[config.mk]
export PLATFORM = sky130hd
export DESIGN_NAME = cpu_control_unit_flat
export DESIGN_NICKNAME = d
export VERILOG_FILES = /design/src/rtl/cpu_control_unit_pkg.sv /design/src/rtl/cpu_control_unit_if.sv /design/src/rtl/cpu_opcode_decoder.sv /design/src/rtl/cpu_control_unit.sv /design/src/flat_wrapper.sv
export SDC_FILE = /design/constraint.sdc
export NUM_CORES = 1
export LEC_CHECK = 0
export ABC_AREA = 1
export CORE_AREA = 2 2 39 41
export DETAILED_ROUTE_END_ITERATION = 7
export DIE_AREA = 0 0 41 43
export PLACE_DENSITY = 0.73
export SYNTH_ARGS = -nofsm -noshare
export SYNTH_HDL_FRONTEND = slang
export SYNTH_SLANG_ARGS = --single-unit
[constraint.sdc]
create_clock -name clk -period 1.7 [get_ports clk]
set_input_delay 0.34 -clock clk [delete_from_list [all_inputs] [get_ports clk]]
set_output_delay 0.34 -clock clk [all_outputs]
set_load 0.02 [all_outputs]
[src/rtl/cpu_control_unit_pkg.sv]
`default_nettype none
// ============================================================================
//  Module  : cpu_control_unit_pkg
//  Desc    : Shared opcodes, state encodings and mux selects for the
//            accumulator CPU controller.
//  Rev     : 1.0  initial release
// ============================================================================
package cpu_control_unit_pkg;

    localparam logic [3:0] OP_NOP  = 4'd0;
    localparam logic [3:0] OP_LDA  = 4'd1;
    localparam logic [3:0] OP_STA  = 4'd2;
    localparam logic [3:0] OP_ADD  = 4'd3;
    localparam logic [3:0] OP_SUB  = 4'd4;
    localparam logic [3:0] OP_CLA  = 4'd5;
    localparam logic [3:0] OP_SETA = 4'd6;
    localparam logic [3:0] OP_JMP  = 4'd7;
    localparam logic [3:0] OP_JZ   = 4'd8;
    localparam logic [3:0] OP_HLT  = 4'd15;

    localparam logic [2:0] S_INIT   = 3'd0;
    localparam logic [2:0] S_FETCH  = 3'd1;
    localparam logic [2:0] S_DECODE = 3'd2;
    localparam logic [2:0] S_MEM_RD = 3'd3;
    localparam logic [2:0] S_MEM_WR = 3'd4;
    localparam logic [2:0] S_HALT   = 3'd5;

    localparam logic [1:0] ALU_PASS = 2'b00;
    localparam logic [1:0] ALU_ADD  = 2'b01;
    localparam logic [1:0] ALU_SUB  = 2'b10;

    localparam logic ADDR_PC    = 1'b0;
    localparam logic ADDR_IR    = 1'b1;
    localparam logic PC_SRC_INC = 1'b0;
    localparam logic PC_SRC_IR  = 1'b1;

    // State the controller moves to after DECODE
    typedef enum logic [1:0] {
        CLS_FETCH  = 2'd0,
        CLS_MEM_RD = 2'd1,
        CLS_MEM_WR = 2'd2,
        CLS_HALT   = 2'd3
    } op_class_e;

endpackage
`default_nettype wire

[src/rtl/cpu_control_unit_if.sv]
`default_nettype none
// ============================================================================
//  Module  : cpu_control_unit_if
//  Desc    : Controller <-> datapath/memory strobe bundle. illegal_op exists
//            only when CTRL_ILLEGAL_TRAP_EN is defined.
//  Rev     : 1.0  initial release
// ============================================================================
interface cpu_control_unit_if #(
    parameter int OPCODE_WIDTH = 4
) ();
    logic [OPCODE_WIDTH-1:0] ir_opcode;
    logic       acc_zero;
    logic       mem_ready;
    logic       pc_en, pc_load, pc_sclr, pc_src;
    logic       ir_en, ir_load, ir_sclr;
    logic       acc_en, acc_load, acc_sclr, acc_sset;
    logic       mem_rd, mem_wr, addr_sel;
    logic [1:0] alu_op;
    logic       halted;
`ifdef CTRL_ILLEGAL_TRAP_EN
    logic       illegal_op;
`endif

    modport master (
        input  ir_opcode, acc_zero, mem_ready,
`ifdef CTRL_ILLEGAL_TRAP_EN
        output illegal_op,
`endif
        output pc_en, pc_load, pc_sclr, pc_src,
        output ir_en, ir_load, ir_sclr,
        output acc_en, acc_load, acc_sclr, acc_sset,
        output mem_rd, mem_wr, addr_sel, alu_op, halted
    );

    modport slave (
        output ir_opcode, acc_zero, mem_ready,
`ifdef CTRL_ILLEGAL_TRAP_EN
        input  illegal_op,
`endif
        input  pc_en, pc_load, pc_sclr, pc_src,
        input  ir_en, ir_load, ir_sclr,
        input  acc_en, acc_load, acc_sclr, acc_sset,
        input  mem_rd, mem_wr, addr_sel, alu_op, halted
    );
endinterface
`default_nettype wire

[src/rtl/cpu_opcode_decoder.sv]
`default_nettype none
// ============================================================================
//  Module  : cpu_opcode_decoder
//  Desc    : Combinational opcode -> next-state class / ALU op / illegal flag.
//            CTRL_ILLEGAL_TRAP_EN sends unassigned opcodes to HALT.
//  Rev     : 1.0  initial release
// ============================================================================
module cpu_opcode_decoder
    import cpu_control_unit_pkg::*;
#(
    parameter int OPCODE_WIDTH = 4
) (
    input  logic [OPCODE_WIDTH-1:0] i_opcode,
    output op_class_e               o_class,
    output logic [1:0]              o_alu_op,
    output logic                    o_illegal
);

    always_comb begin
        o_class   = CLS_FETCH;
        o_alu_op  = ALU_PASS;
        o_illegal = 1'b0;
        case (i_opcode)
            OPCODE_WIDTH'(OP_LDA): o_class = CLS_MEM_RD;
            OPCODE_WIDTH'(OP_ADD): begin
                o_class  = CLS_MEM_RD;
                o_alu_op = ALU_ADD;
            end
            OPCODE_WIDTH'(OP_SUB): begin
                o_class  = CLS_MEM_RD;
                o_alu_op = ALU_SUB;
            end
            OPCODE_WIDTH'(OP_STA): o_class = CLS_MEM_WR;
            OPCODE_WIDTH'(OP_HLT): o_class = CLS_HALT;
            OPCODE_WIDTH'(OP_NOP),
            OPCODE_WIDTH'(OP_CLA),
            OPCODE_WIDTH'(OP_SETA),
            OPCODE_WIDTH'(OP_JMP),
            OPCODE_WIDTH'(OP_JZ):  o_class = CLS_FETCH;
            default: begin
                o_illegal = 1'b1;
`ifdef CTRL_ILLEGAL_TRAP_EN
                o_class   = CLS_HALT;
`else
                o_class   = CLS_FETCH;
`endif
            end
        endcase
    end

endmodule
`default_nettype wire

[src/rtl/cpu_control_unit.sv]
`default_nettype none
// ============================================================================
//  Module  : cpu_control_unit
//  Desc    : Multi-cycle FSM controller for the accumulator CPU; drives PC/IR/
//            ACC strobes and the memory handshake. Option: CTRL_ILLEGAL_TRAP_EN.
//  Rev     : 1.0  initial release
// ============================================================================
module cpu_control_unit
    import cpu_control_unit_pkg::*;
#(
    parameter int WORD_SIZE    = 16,
    parameter int OPCODE_WIDTH = 4
) (
    input  logic               clk,
    input  logic               rst,
    cpu_control_unit_if.master bus
);

    if (OPCODE_WIDTH < 4 || OPCODE_WIDTH > WORD_SIZE) begin : g_width_check
        $error("cpu_control_unit: OPCODE_WIDTH must be within 4..WORD_SIZE");
    end

    logic [2:0] state_q, state_d;
    logic [1:0] alu_op_q, alu_op_d;

    op_class_e  w_dec_class;
    logic [1:0] w_dec_alu;
    logic       w_dec_illegal;

    logic w_pc_load, w_pc_sclr, w_pc_src;
    logic w_ir_load, w_ir_sclr;
    logic w_acc_load, w_acc_sclr, w_acc_sset;
    logic w_mem_rd, w_mem_wr, w_addr_sel, w_halted;
    logic [1:0] w_alu_op;

    cpu_opcode_decoder #(
        .OPCODE_WIDTH (OPCODE_WIDTH)
    ) u_dec (
        .i_opcode  (bus.ir_opcode),
        .o_class   (w_dec_class),
        .o_alu_op  (w_dec_alu),
        .o_illegal (w_dec_illegal)
    );

    always_comb begin
        state_d    = state_q;
        alu_op_d   = alu_op_q;
        w_pc_load  = 1'b0;
        w_pc_sclr  = 1'b0;
        w_pc_src   = PC_SRC_INC;
        w_ir_load  = 1'b0;
        w_ir_sclr  = 1'b0;
        w_acc_load = 1'b0;
        w_acc_sclr = 1'b0;
        w_acc_sset = 1'b0;
        w_mem_rd   = 1'b0;
        w_mem_wr   = 1'b0;
        w_addr_sel = ADDR_PC;
        w_alu_op   = ALU_PASS;
        w_halted   = 1'b0;
        case (state_q)
            S_INIT: begin
                w_pc_sclr  = 1'b1;
                w_ir_sclr  = 1'b1;
                w_acc_sclr = 1'b1;
                state_d    = S_FETCH;
            end
            S_FETCH: begin
                w_mem_rd = 1'b1;
                if (bus.mem_ready) begin
                    w_ir_load = 1'b1;
                    w_pc_load = 1'b1;
                    state_d   = S_DECODE;
                end
            end
            S_DECODE: begin
                alu_op_d = w_dec_alu;
                case (w_dec_class)
                    CLS_MEM_RD: state_d = S_MEM_RD;
                    CLS_MEM_WR: state_d = S_MEM_WR;
                    CLS_HALT:   state_d = S_HALT;
                    default:    state_d = S_FETCH;
                endcase
                if (bus.ir_opcode == OPCODE_WIDTH'(OP_CLA))  w_acc_sclr = 1'b1;
                if (bus.ir_opcode == OPCODE_WIDTH'(OP_SETA)) w_acc_sset = 1'b1;
                if (bus.ir_opcode == OPCODE_WIDTH'(OP_JMP) ||
                    (bus.ir_opcode == OPCODE_WIDTH'(OP_JZ) && bus.acc_zero)) begin
                    w_pc_load = 1'b1;
                    w_pc_src  = PC_SRC_IR;
                end
            end
            S_MEM_RD: begin
                w_mem_rd   = 1'b1;
                w_addr_sel = ADDR_IR;
                w_alu_op   = alu_op_q;
                if (bus.mem_ready) begin
                    w_acc_load = 1'b1;
                    state_d    = S_FETCH;
                end
            end
            S_MEM_WR: begin
                w_mem_wr   = 1'b1;
                w_addr_sel = ADDR_IR;
                if (bus.mem_ready) state_d = S_FETCH;
            end
            S_HALT: w_halted = 1'b1;
            default: state_d = S_INIT;
        endcase
    end

    always_ff @(posedge clk) begin
        if (rst) begin
            state_q  <= S_INIT;
            alu_op_q <= ALU_PASS;
        end else begin
            state_q  <= state_d;
            alu_op_q <= alu_op_d;
        end
    end

`ifdef CTRL_ILLEGAL_TRAP_EN
    logic illegal_q, illegal_d;

    // Sticky: only a reset clears the trap indication
    always_comb begin
        illegal_d = illegal_q;
        if (state_q == S_DECODE && w_dec_illegal) illegal_d = 1'b1;
    end

    always_ff @(posedge clk) begin
        if (rst) illegal_q <= 1'b0;
        else     illegal_q <= illegal_d;
    end

    assign bus.illegal_op = illegal_q;
`else
    logic w_unused_illegal;
    assign w_unused_illegal = w_dec_illegal;
`endif

    assign bus.pc_load  = w_pc_load;
    assign bus.pc_sclr  = w_pc_sclr;
    assign bus.pc_src   = w_pc_src;
    assign bus.pc_en    = w_pc_load | w_pc_sclr;
    assign bus.ir_load  = w_ir_load;
    assign bus.ir_sclr  = w_ir_sclr;
    assign bus.ir_en    = w_ir_load | w_ir_sclr;
    assign bus.acc_load = w_acc_load;
    assign bus.acc_sclr = w_acc_sclr;
    assign bus.acc_sset = w_acc_sset;
    assign bus.acc_en   = w_acc_load | w_acc_sclr | w_acc_sset;
    assign bus.mem_rd   = w_mem_rd;
    assign bus.mem_wr   = w_mem_wr;
    assign bus.addr_sel = w_addr_sel;
    assign bus.alu_op   = w_alu_op;
    assign bus.halted   = w_halted;

endmodule
`default_nettype wire

[src/flat_wrapper.sv]
// flat-port wrapper written by rule: the top's interface ports become plain ports
module cpu_control_unit_flat import cpu_control_unit_pkg::*;
#(
    parameter int WORD_SIZE    = 16,
    parameter int OPCODE_WIDTH = 4
)
  (clk, rst, bus_ir_opcode, bus_acc_zero, bus_mem_ready, bus_pc_en, bus_pc_load, bus_pc_sclr, bus_pc_src, bus_ir_en, bus_ir_load, bus_ir_sclr, bus_acc_en, bus_acc_load, bus_acc_sclr, bus_acc_sset, bus_mem_rd, bus_mem_wr, bus_addr_sel, bus_alu_op, bus_halted);
  cpu_control_unit_if #(.OPCODE_WIDTH(OPCODE_WIDTH)) bus_i ();
  input  logic clk;
  input  logic rst;
  input wire logic [$bits(bus_i.ir_opcode)-1:0] bus_ir_opcode;
  input wire logic [$bits(bus_i.acc_zero)-1:0] bus_acc_zero;
  input wire logic [$bits(bus_i.mem_ready)-1:0] bus_mem_ready;
  output wire logic [$bits(bus_i.pc_en)-1:0] bus_pc_en;
  output wire logic [$bits(bus_i.pc_load)-1:0] bus_pc_load;
  output wire logic [$bits(bus_i.pc_sclr)-1:0] bus_pc_sclr;
  output wire logic [$bits(bus_i.pc_src)-1:0] bus_pc_src;
  output wire logic [$bits(bus_i.ir_en)-1:0] bus_ir_en;
  output wire logic [$bits(bus_i.ir_load)-1:0] bus_ir_load;
  output wire logic [$bits(bus_i.ir_sclr)-1:0] bus_ir_sclr;
  output wire logic [$bits(bus_i.acc_en)-1:0] bus_acc_en;
  output wire logic [$bits(bus_i.acc_load)-1:0] bus_acc_load;
  output wire logic [$bits(bus_i.acc_sclr)-1:0] bus_acc_sclr;
  output wire logic [$bits(bus_i.acc_sset)-1:0] bus_acc_sset;
  output wire logic [$bits(bus_i.mem_rd)-1:0] bus_mem_rd;
  output wire logic [$bits(bus_i.mem_wr)-1:0] bus_mem_wr;
  output wire logic [$bits(bus_i.addr_sel)-1:0] bus_addr_sel;
  output wire logic [$bits(bus_i.alu_op)-1:0] bus_alu_op;
  output wire logic [$bits(bus_i.halted)-1:0] bus_halted;
  assign bus_i.ir_opcode = bus_ir_opcode;
  assign bus_i.acc_zero = bus_acc_zero;
  assign bus_i.mem_ready = bus_mem_ready;
  assign bus_pc_en = bus_i.pc_en;
  assign bus_pc_load = bus_i.pc_load;
  assign bus_pc_sclr = bus_i.pc_sclr;
  assign bus_pc_src = bus_i.pc_src;
  assign bus_ir_en = bus_i.ir_en;
  assign bus_ir_load = bus_i.ir_load;
  assign bus_ir_sclr = bus_i.ir_sclr;
  assign bus_acc_en = bus_i.acc_en;
  assign bus_acc_load = bus_i.acc_load;
  assign bus_acc_sclr = bus_i.acc_sclr;
  assign bus_acc_sset = bus_i.acc_sset;
  assign bus_mem_rd = bus_i.mem_rd;
  assign bus_mem_wr = bus_i.mem_wr;
  assign bus_addr_sel = bus_i.addr_sel;
  assign bus_alu_op = bus_i.alu_op;
  assign bus_halted = bus_i.halted;
  cpu_control_unit #(.WORD_SIZE(WORD_SIZE), .OPCODE_WIDTH(OPCODE_WIDTH)) u_core (.clk(clk), .rst(rst), .bus(bus_i));
endmodule
==> flow_summary_export.csv <==
group,metric,value,unit
run_status,status,"complete, no violations",
clocking,clk_latency,0.25,ns
power_and_ir_drop,swShare,46.48,%
worst_setup_path,crit_fanout,4,
floorplan,die_height,43,um
global_route,grt_pass1_wl,2.311,mm
global_route,top_usage_layer,"met2",
sta,rsz0062_at_grt,"false",
worst_setup_path,reg2reg_slack,0.44,ns
clocking,cts_hold_buf,0,
logic_synthesis,syn-num-nets,86,
placement,gp_congestion,0.8671,
global_route,antenna_found_initial,0,
placement,placed_area,847.1,um^2
sta,max_slew.worst_pin.slew,0.1937,ns
worst_setup_path,path_cells,"inv_2 -> nand2_2 -> nor2_2 -> inv_2 -> o21ai_2 -> nor2_1 -> nand2_1 -> buf_4",
logic_synthesis,synth_top_area_share,22.16,%
worst_setup_path,startpoint,"u_core.state_q[0]",
sta,fin_skew,0.004300,ns
logic_synthesis,synth_area_leaders,"dfxtp_1 (22%), nand2_1 (17%), nor2_1 (8.3%)",
worst_setup_path,crit_family,"flip-flops",
drt,num_vias,668,
placement,port_buffers,24,
worst_setup_path,cpMostUsedCell,"inv_2",
sta,setup_viol,0,
global_route,grt_start_max_net_pins,6,
logic_synthesis,synth_cell_type_count,17,
worst_setup_path,timing.critical_path.buf_inv,3,
global_route,grt.overflow.total,0,
floorplan,die_area,1763,um^2
worst_setup_path,arrival,1.29,ns
worst_setup_path,rr_worst_depth,9,
clocking,cts_max_level,1,
sta,period_needed,1.634,ns
layout,area_growth,90.30,%
sta,fin_crit_sh,96.11,%
power_and_ir_drop,power.density,1188,nW/um^2
global_route,grt.total_usage,18.91,%
worst_setup_path,cp.depth,8,
logic_synthesis,yosys_warnings,0,
drt,via_per_inst,4.671,
sta,hold_slack,0.4883,ns
layout,nNetsFinal,136,
logic_synthesis,synth_area_leader_cell,"dfxtp_1",
global_route,grt_pass1_vias,581,
power_and_ir_drop,ir_worst_vdd,0.6387,mV
worst_setup_path,required,1.36,ns
sta,fmax,612.0,MHz
worst_setup_path,worst_path_largest_cell_delay,0.36,ns
worst_setup_path,start_kind,"register",
sta,relSlewSlack,86.95,%
drt,wl,1.489,mm
floorplan,std_cell_rows,14,
power_and_ir_drop,clkPwrFrac,13.9,%
power_and_ir_drop,leakage,0.4806,nW
layout,postLayoutCellArea,859.6,um^2
drt,wl_per_cell,10.41,um
clocking,cts-root-buf,"clkbuf_4",
clocking,clockBufferDepth,2,
drt,ant_nets,0,
worst_setup_path,end_kind,"output pin",
clocking,clkTransAtPathRegs,0.04,ns
drt,drcViolationCount,0,
global_route,met2_usage,29.06,%
power_and_ir_drop,p_int,0.5466,mW
logic_synthesis,syn_area,451.7,um^2
worst_setup_path,crit_slowest_cell,"dfxtp_2",
floorplan,die_w,41,um
layout,antenna_cells,0,
global_route,grt.met3_usage,4.712,%
worst_setup_path,r2r-start,"u_core.state_q[2]",
floorplan,start_util,32.64,%
drt,dr.pass1.iters,4,
clocking,cts_tree,"yes",
min_path,hold_path.class,"reg -> reg",
sta,drv_slew,0,
placement,dp_hpwl,1.175,mm
logic_synthesis,seq_area_frac_synth,22.16,%
power_and_ir_drop,seq_power_share,16.2,%
logic_synthesis,syn-instance-count,78,
floorplan,core-area,1384,um^2
clocking,cts_made_buffers,3,
power_and_ir_drop,pwr-share-comb,69.9,%
clocking,clock-sinks,5,
job,cap_violations,0,
power_and_ir_drop,p_switching,0.4748,mW
drt,drt_iter0_drc,17,
floorplan,io_pins,25,
worst_setup_path,r2r_end,"u_core.state_q[0]",
global_route,use_met1,24.92,%
worst_setup_path,crit_path_end,"bus_acc_en",
layout,drive_gt1_share,49.61,%
sta,hold_viol_final,0,
logic_synthesis,syn_area_per_cell,5.791,um^2
worst_setup_path,critPathKind,"reg -> out",
logic_synthesis,synth_seq_cells,5,
==> cell families after synthesis <==
family / after synthesis / synth area share, %
AND/OR/NAND/NOR: 48 / 50.69
flip-flops: 5 / 22.16
buffers and inverters: 15 / 13.30
AO/OA/AOI/OAI: 10 / 13.85
==> layout by cell type, fill, tap and decap left out, types with 3 or more instances in the layout <==
master and count:
dlygate4sd2_1 5, inv_2 7, buf_2 3, buf_4 25, nand2_2 3, nor2_1 8, a21oi_1 4, nand3_1 6
inv_1 7, nand3_2 3, nand2_1 20, clkbuf_4 3, dfxtp_1 3, nor2_2 5, clkbuf_2 6
==> per-stage QoR <==
step | setup WS, ns | utilization (%) | setup TNS (ns) | power [mW] | std cells
floorplan | 0.1183 | - | 0 | 0.5424 | 78
CTS | -0.05078 | 62.21 | -0.05104 | 0.9909 | 140
finish | 0.06608 | 62.12 | 0 | 1.021 | 143
detailed placement | -0.5949 | 61.21 | -4.412 | 0.9061 | 136
global placement | -0.5778 | 61.21 | -4.153 | 0.8902 | 136
global route | 0.01005 | 62.12 | 0 | 1.092 | 143
==> worst reg2reg max path, cell delays in order (launching register included) <==
cell	delay (ns)
dfxtp_1	0.31
inv_2	0.09
nand2_2	0.11
nor2_4	0.15
buf_4	0.12
buf_4	0.12
nand2_1	0.06
nand2_1	0.06
nand2_1	0.05
a21oi_1	0.11
==> layer usage <==
layer / vias up / wire, um
li1: 346 / -
met1: 300 / 680
met2: 20 / 711
met3: 2 / 79
met4: 0 / 17
met5: - / 0
==> what timing repair did <==
item	in CTS	in global routing
resized for setup	51	23
pin swaps	2	7
hold endpoints to repair	0	0
setup endpoints to repair	17	15
buffers inserted	0	3
==> power groups by stage <==
stage | Sequential, mW | Combinational, mW | Clock, mW
floorplan | 0.163 | 0.379 | 0
global route | 0.168 | 0.772 | 0.152
global placement | 0.164 | 0.727 | 0
detailed placement | 0.164 | 0.742 | 0
finish | 0.166 | 0.714 | 0.142
CTS | 0.164 | 0.684 | 0.144
==> worst min-delay path by stage <==
stage | cells past startpoint | slack [ns] | to | from
CTS | 2 | 0.49 | u_core.alu_op_q[0] | u_core.alu_op_q[0]
global placement | 2 | 0.47 | u_core.alu_op_q[0] | u_core.alu_op_q[0]
detailed placement | 2 | 0.48 | u_core.alu_op_q[0] | u_core.alu_op_q[0]
global route | 2 | 0.52 | u_core.alu_op_q[1] | u_core.alu_op_q[1]
floorplan | 1 | 0.41 | u_core.alu_op_q[0] | rst
finish | 2 | 0.49 | u_core.alu_op_q[0] | u_core.alu_op_q[0]
==> registers in the layout (all words and copies together), names as in the netlist <==
register,cells
u_core.alu_op_q,2
u_core.state_q,3
==> cell type report <==
class / instances / area, um^2
clock buffer: 4 / 26.28
tap: 16 / 20.02
sequential: 5 / 102.6
fill: 144 / 524.3
multi-input combinational: 58 / 306.5
inverter: 14 / 52.55
timing repair buffer: 46 / 351.6
==> cell usage after synthesis <==
library cell,count
a211oi_1,1
nor2_4,1
nor2_2,3
o21ai_2,2
inv_1,8
buf_4,1
a21oi_1,4
o31ai_1,1
nand2_1,20
nand2_2,3
nor2_1,10
o21ai_0,2
nand3_2,2
nand4_1,2
nand3_1,7
dfxtp_1,5
inv_2,6
(Power assumes the default switching activity.)
